===== src/rtl/fb_write_arbiter_if.sv =====
// Request and buffer-write signal bundle for fb_write_arbiter.
// The arbiter takes the slave modport; the requesters/buffer side take master.
interface fb_write_arbiter_if #(
    parameter int unsigned AW = 15,
    parameter int unsigned DW = 8
) ();
    logic          cam_we;
    logic [AW-1:0] cam_addr;
    logic [DW-1:0] cam_data;
    logic          drw_valid;
    logic          drw_ready;
    logic [AW-1:0] drw_addr;
    logic [DW-1:0] drw_data;
    logic          clr_start;
    logic [DW-1:0] clr_color;
    logic          clr_busy;
    logic          clr_done;
    logic          err_oob;
    logic [AW-1:0] addr_in;
    logic [DW-1:0] data_in;
    logic          regwrite;

    modport master (
        output cam_we, cam_addr, cam_data, drw_valid, drw_addr, drw_data, clr_start, clr_color,
        input  drw_ready, clr_busy, clr_done, err_oob, addr_in, data_in, regwrite
    );

    modport slave (
        input  cam_we, cam_addr, cam_data, drw_valid, drw_addr, drw_data, clr_start, clr_color,
        output drw_ready, clr_busy, clr_done, err_oob, addr_in, data_in, regwrite
    );
endinterface


===== src/rtl/fb_write_arbiter.sv =====
// Frame-buffer write-port arbiter: camera > clear engine > draw, registered write port.
// Optional FBW_BLANK_PROTECT_EN write-protects the blank pixel at address 2**AW-1.
module fb_write_arbiter #(
    parameter int unsigned AW   = 15,
    parameter int unsigned DW   = 8,
    parameter int unsigned NPIX = 19200
) (
    input logic               clk,
    input logic               rst,
    fb_write_arbiter_if.slave bus
);

    localparam logic [AW-1:0] LastAddr  = AW'(NPIX - 1);
    localparam logic [AW-1:0] BlankAddr = '1;

`ifdef FBW_BLANK_PROTECT_EN
    localparam bit BlankProtect = 1'b1;
`else
    localparam bit BlankProtect = 1'b0;
`endif

    typedef enum logic [1:0] {StIdle, StClear, StDone} state_e;

    state_e        state_q, state_d;
    logic [AW-1:0] cnt_q, cnt_d;
    logic [DW-1:0] color_q, color_d;
    logic [AW-1:0] addr_q, addr_d;
    logic [DW-1:0] data_q, data_d;
    logic          we_q, we_d;
    logic          err_q, err_d;
    logic          drw_ready;
    logic          cam_blank, drw_blank;

    assign drw_ready = !bus.cam_we && (state_q == StIdle);
    assign cam_blank = BlankProtect && (bus.cam_addr == BlankAddr);
    assign drw_blank = BlankProtect && (bus.drw_addr == BlankAddr);

    always_comb begin
        state_d = state_q;
        cnt_d   = cnt_q;
        color_d = color_q;
        addr_d  = addr_q;
        data_d  = data_q;
        we_d    = 1'b0;
        err_d   = err_q;

        // Write-port grant; dropped requests leave we_d low.
        if (bus.cam_we) begin
            if (cam_blank) begin
                we_d = 1'b0;
            end else if (bus.cam_addr > LastAddr) begin
                err_d = 1'b1;
            end else begin
                we_d   = 1'b1;
                addr_d = bus.cam_addr;
                data_d = bus.cam_data;
            end
        end else if (state_q == StClear) begin
            we_d   = 1'b1;
            addr_d = cnt_q;
            data_d = color_q;
        end else if (bus.drw_valid && drw_ready) begin
            if (drw_blank) begin
                we_d = 1'b0;
            end else if (bus.drw_addr > LastAddr) begin
                err_d = 1'b1;
            end else begin
                we_d   = 1'b1;
                addr_d = bus.drw_addr;
                data_d = bus.drw_data;
            end
        end

        unique case (state_q)
            StIdle: begin
                if (bus.clr_start) begin
                    color_d = bus.clr_color;
                    cnt_d   = '0;
                    state_d = StClear;
                end
            end
            StClear: begin
                // A camera cycle stalls the fill; cnt never passes LastAddr.
                if (!bus.cam_we) begin
                    if (cnt_q == LastAddr) begin
                        state_d = StDone;
                    end else begin
                        cnt_d = cnt_q + 1'b1;
                    end
                end
            end
            StDone:  state_d = StIdle;
            default: state_d = StIdle;
        endcase
    end

    always_ff @(posedge clk) begin
        if (rst) begin
            state_q <= StIdle;
            cnt_q   <= '0;
            color_q <= '0;
            addr_q  <= '0;
            data_q  <= '0;
            we_q    <= 1'b0;
            err_q   <= 1'b0;
        end else begin
            state_q <= state_d;
            cnt_q   <= cnt_d;
            color_q <= color_d;
            addr_q  <= addr_d;
            data_q  <= data_d;
            we_q    <= we_d;
            err_q   <= err_d;
        end
    end

    assign bus.drw_ready = drw_ready;
    assign bus.clr_busy  = (state_q == StClear);
    assign bus.clr_done  = (state_q == StDone);
    assign bus.err_oob   = err_q;
    assign bus.addr_in   = addr_q;
    assign bus.data_in   = data_q;
    assign bus.regwrite  = we_q;

endmodule


===== src/flat_wrapper.sv =====
// flat-port wrapper written by rule: the top's interface ports become plain ports
module fb_write_arbiter_flat 
#(
    parameter int unsigned AW   = 15,
    parameter int unsigned DW   = 8,
    parameter int unsigned NPIX = 19200
)
  (clk, rst, bus_cam_we, bus_cam_addr, bus_cam_data, bus_drw_valid, bus_drw_addr, bus_drw_data, bus_clr_start, bus_clr_color, bus_drw_ready, bus_clr_busy, bus_clr_done, bus_err_oob, bus_addr_in, bus_data_in, bus_regwrite);
  fb_write_arbiter_if #(.AW(AW), .DW(DW)) bus_i ();
  input logic clk;
  input logic rst;
  input wire logic [$bits(bus_i.cam_we)-1:0] bus_cam_we;
  input wire logic [$bits(bus_i.cam_addr)-1:0] bus_cam_addr;
  input wire logic [$bits(bus_i.cam_data)-1:0] bus_cam_data;
  input wire logic [$bits(bus_i.drw_valid)-1:0] bus_drw_valid;
  input wire logic [$bits(bus_i.drw_addr)-1:0] bus_drw_addr;
  input wire logic [$bits(bus_i.drw_data)-1:0] bus_drw_data;
  input wire logic [$bits(bus_i.clr_start)-1:0] bus_clr_start;
  input wire logic [$bits(bus_i.clr_color)-1:0] bus_clr_color;
  output wire logic [$bits(bus_i.drw_ready)-1:0] bus_drw_ready;
  output wire logic [$bits(bus_i.clr_busy)-1:0] bus_clr_busy;
  output wire logic [$bits(bus_i.clr_done)-1:0] bus_clr_done;
  output wire logic [$bits(bus_i.err_oob)-1:0] bus_err_oob;
  output wire logic [$bits(bus_i.addr_in)-1:0] bus_addr_in;
  output wire logic [$bits(bus_i.data_in)-1:0] bus_data_in;
  output wire logic [$bits(bus_i.regwrite)-1:0] bus_regwrite;
  assign bus_i.cam_we = bus_cam_we;
  assign bus_i.cam_addr = bus_cam_addr;
  assign bus_i.cam_data = bus_cam_data;
  assign bus_i.drw_valid = bus_drw_valid;
  assign bus_i.drw_addr = bus_drw_addr;
  assign bus_i.drw_data = bus_drw_data;
  assign bus_i.clr_start = bus_clr_start;
  assign bus_i.clr_color = bus_clr_color;
  assign bus_drw_ready = bus_i.drw_ready;
  assign bus_clr_busy = bus_i.clr_busy;
  assign bus_clr_done = bus_i.clr_done;
  assign bus_err_oob = bus_i.err_oob;
  assign bus_addr_in = bus_i.addr_in;
  assign bus_data_in = bus_i.data_in;
  assign bus_regwrite = bus_i.regwrite;
  fb_write_arbiter #(.AW(AW), .DW(DW), .NPIX(NPIX)) u_core (.clk(clk), .rst(rst), .bus(bus_i));
endmodule

===== config.mk =====
export PLATFORM = sky130hd
export DESIGN_NAME = fb_write_arbiter_flat
export DESIGN_NICKNAME = d
export VERILOG_FILES = /design/src/rtl/fb_write_arbiter_if.sv /design/src/rtl/fb_write_arbiter.sv /design/src/flat_wrapper.sv
export SDC_FILE = /design/constraint.sdc
export NUM_CORES = 1
export LEC_CHECK = 0
export ABC_AREA = 0
export CAP_MARGIN = 0
export CORE_MARGIN = 2
export CORE_UTILIZATION = 47
export CTS_CLUSTER_DIAMETER = 100
export DETAILED_ROUTE_END_ITERATION = 6
export PLACE_DENSITY = 0.84
export SYNTH_ARGS = -nofsm -noshare
export SYNTH_HDL_FRONTEND = slang
export SYNTH_SLANG_ARGS = --single-unit

===== constraint.sdc =====
create_clock -name clk -period 2.17 [get_ports clk]
set_input_delay 0.434 -clock clk [delete_from_list [all_inputs] [get_ports clk]]
set_output_delay 0.434 -clock clk [all_outputs]
set_load 0.01 [all_outputs]

==> impl_metrics.ini, run 1 <==
[timing]
fmax_mhz = 485
timing.final.crit_share_pct = 95.0
slew_headroom_pct = 55.4
finalClockSkew_ps = 9.97
layout_min_cycle_time_ps = 2060
max_slew.worst_pin.slew_ps = 666
fin_ws_ps = 109
finalSetupViolCount = 0
timing.setup.tns_ps = 0
drv_slew = 0
rsz0062_at_grt = false
hold_violations = 0
whs_ps = 464

[run]
maxCapViolations = 0

[synth]
synth-edff-count = 0
synth_fp_nets = 387
netlist_instances = 327
netlist_area_um2 = 2900
synth_flop_cell = dfxtp_1
ys_ff_latch = 50
synth_warnings = 0
ys_seq_area_share_pct = 34.5
yosysUniqueCellTypes = 43
syn_avg_cell_area_um2 = 8.88
async_flop_share_pct = 0

[grt]
antenna_found_initial = 0
grt_usage_pct = 23.6
grt_max_degree = 35
grt_pass1_wl_um = 12200
grt_pass1_vias = 2593
globalRouteOverflowTotal = 0

[floorplanning]
die_w_um = 82.6
num_rows = 28
num_io_pins = 87
dieArea_um2 = 6820
core-area_um2 = 5960
die_h_um = 82.6
start_util_pct = 48.7

[setup_path]
worstPathRequired_ps = 1740
crit_type = register to primary output
crit_start = u_core.state_q[1]
start_kind = register
crit_fanout = 7
end_kind = primary output
r2r-start = u_core.cnt_q[0]
arrival_ps = 1630

[finish]
stdcell_count = 490
final_common_cell = clkdlybuf4s50_1
final_core_util_pct = 65.9
fin_area_um2 = 3930
num-nets-final = 474
area_growth_pct = 35.2
n_antenna_cell = 0
drive_above_1_share_pct = 13.5
mostFrequentLayoutCells = clkdlybuf4s50_1, nand2_1, dfxtp_1, mux2i_1

[detailed_routing]
drc = 0
dr.pass1.iters = 4
wl_per_cell_um = 16.3
vias = 2748
vias_per_cell = 5.61
ant_nets = 0
finalWirelength_um = 7970
drt_first_iter_violations = 140

[clock_tree]
cts_max_path_buffers = 2
worstSkewPairLatency_ps = 310
cts.reportedPaths.clkPinSlew_ps = 90
cts_buffers = 5
cts_sinks = 50
ctsHoldBuffers = 0
post_cts.repair.setup_buffers = 0
clockRootBuffer = clkbuf_8
htreeDepth = 2
cts_tree = yes

[status]
status = complete, no violations

[power_and_ir_drop]
leakage_nw = 1.49
power_mw = 2.12
cellPowerDensity_nw_per_um2 = 540
ir_drop_mv = 0.259

[placement]
place.gp.congestion = 0.860
place_ws_ps = -125
dpl_cell_area_um2 = 3840
placed_cells = 482
dp_hpwl_um = 6050
io_buffers = 86

[worst_hold_path]
worstHoldStart = u_core.bus.addr_in[13]
hold_class = register to register
worst paths after layout:
path	cells after the start	to	slack [ps]
setup / recovery	3	bus_clr_done	110
hold / removal	2	u_core.bus.addr_in[13]	460
setup reg to reg	5	u_core.cnt_q[8]	320
hold reg to reg	2	u_core.bus.addr_in[13]	460
synth_stat cells, types with 5 or more instances:
library cell | n | share of area [%]
a211oi_1 | 8 | 2.1
a21oi_1 | 16 | 2.8
and3_1 | 5 | 1.1
and4_1 | 6 | 1.8
clkbuf_1 | 15 | 1.9
dfxtp_1 | 50 | 34
mux2_2 | 23 | 8.9
mux2i_1 | 34 | 12
nand2_1 | 56 | 7.2
nand2b_1 | 23 | 5.0
nor2_1 | 7 | 0.91
o211ai_1 | 23 | 5.9
or3_1 | 10 | 2.2
layout make-up:
cell class              instances  area, um^2
clock buffers                   6        72.6
flip-flops and latches         50        1000
well taps                      75        93.8
multi-input cells             248        1730
fillers                       503        2030
inverters                       5        21.3
repair buffers                104         991
clock inverters                 2        13.8
where the power goes:
part / switching (mW) / leakage (nW) / internal [mW]
combinational: 0.235 / 1.03 / 0.328
clock: 0.311 / 0.0452 / 0.228
sequential: 0.0389 / 0.410 / 0.978
total: 0.584 / 1.49 / 1.53
critical path, cell delays in order (launching register included):
cell	delay (ps)
dfxtp_1	440
inv_1	170
nor2_1	170
clkdlybuf4s50_1	550
kinds of logic after synthesis:
group,count (synthesis),share of synthesized area (%)
muxes,57,20.6
AOI/OAI and AO/OA,63,15.4
and+or+nand+nor,127,23.1
DFF,50,34.5
adders and majority gates,1,0.431
buffers and inverters,29,5.91
registers in the layout (all words and copies together) (netlist names):
| register | cells |
|---|---|
| u_core.cnt_q | 15 |
| u_core.state_q | 2 |
| u_core.bus.err_oob | 1 |
| u_core.color_q | 8 |
| u_core.bus.data_in | 8 |
| u_core.bus.regwrite | 1 |
| u_core.bus.addr_in | 15 |
routing by layer:
layer	track usage, %	part of all wire, %	wire length, um
met1	30.0	44	3510
met2	39.4	48	3820
met3	3.91	5.7	457
met4	10.0	2.3	181
met5	0	0	0
repair_timing:
action                                 in CTS  in global routing
gates resized for setup                     0                  1
endpoints found under the hold margin       0                  0
setup endpoints to repair                   0                  1
(Power assumes the default switching activity.)
==> run 2, diff against run 1 <==
Settings changed: CTS_CLUSTER_DIAMETER 100 to 60.
==> results of run 2 <==
Same layout as run 1: the final DEF is identical, and so are final timing and power.
==> run 3, diff against run 2 <==
Settings changed: CTS_CLUSTER_SIZE set to 25.
==> results of run 3 <==
Same layout as run 1: the final DEF is identical, and so are final timing and power.
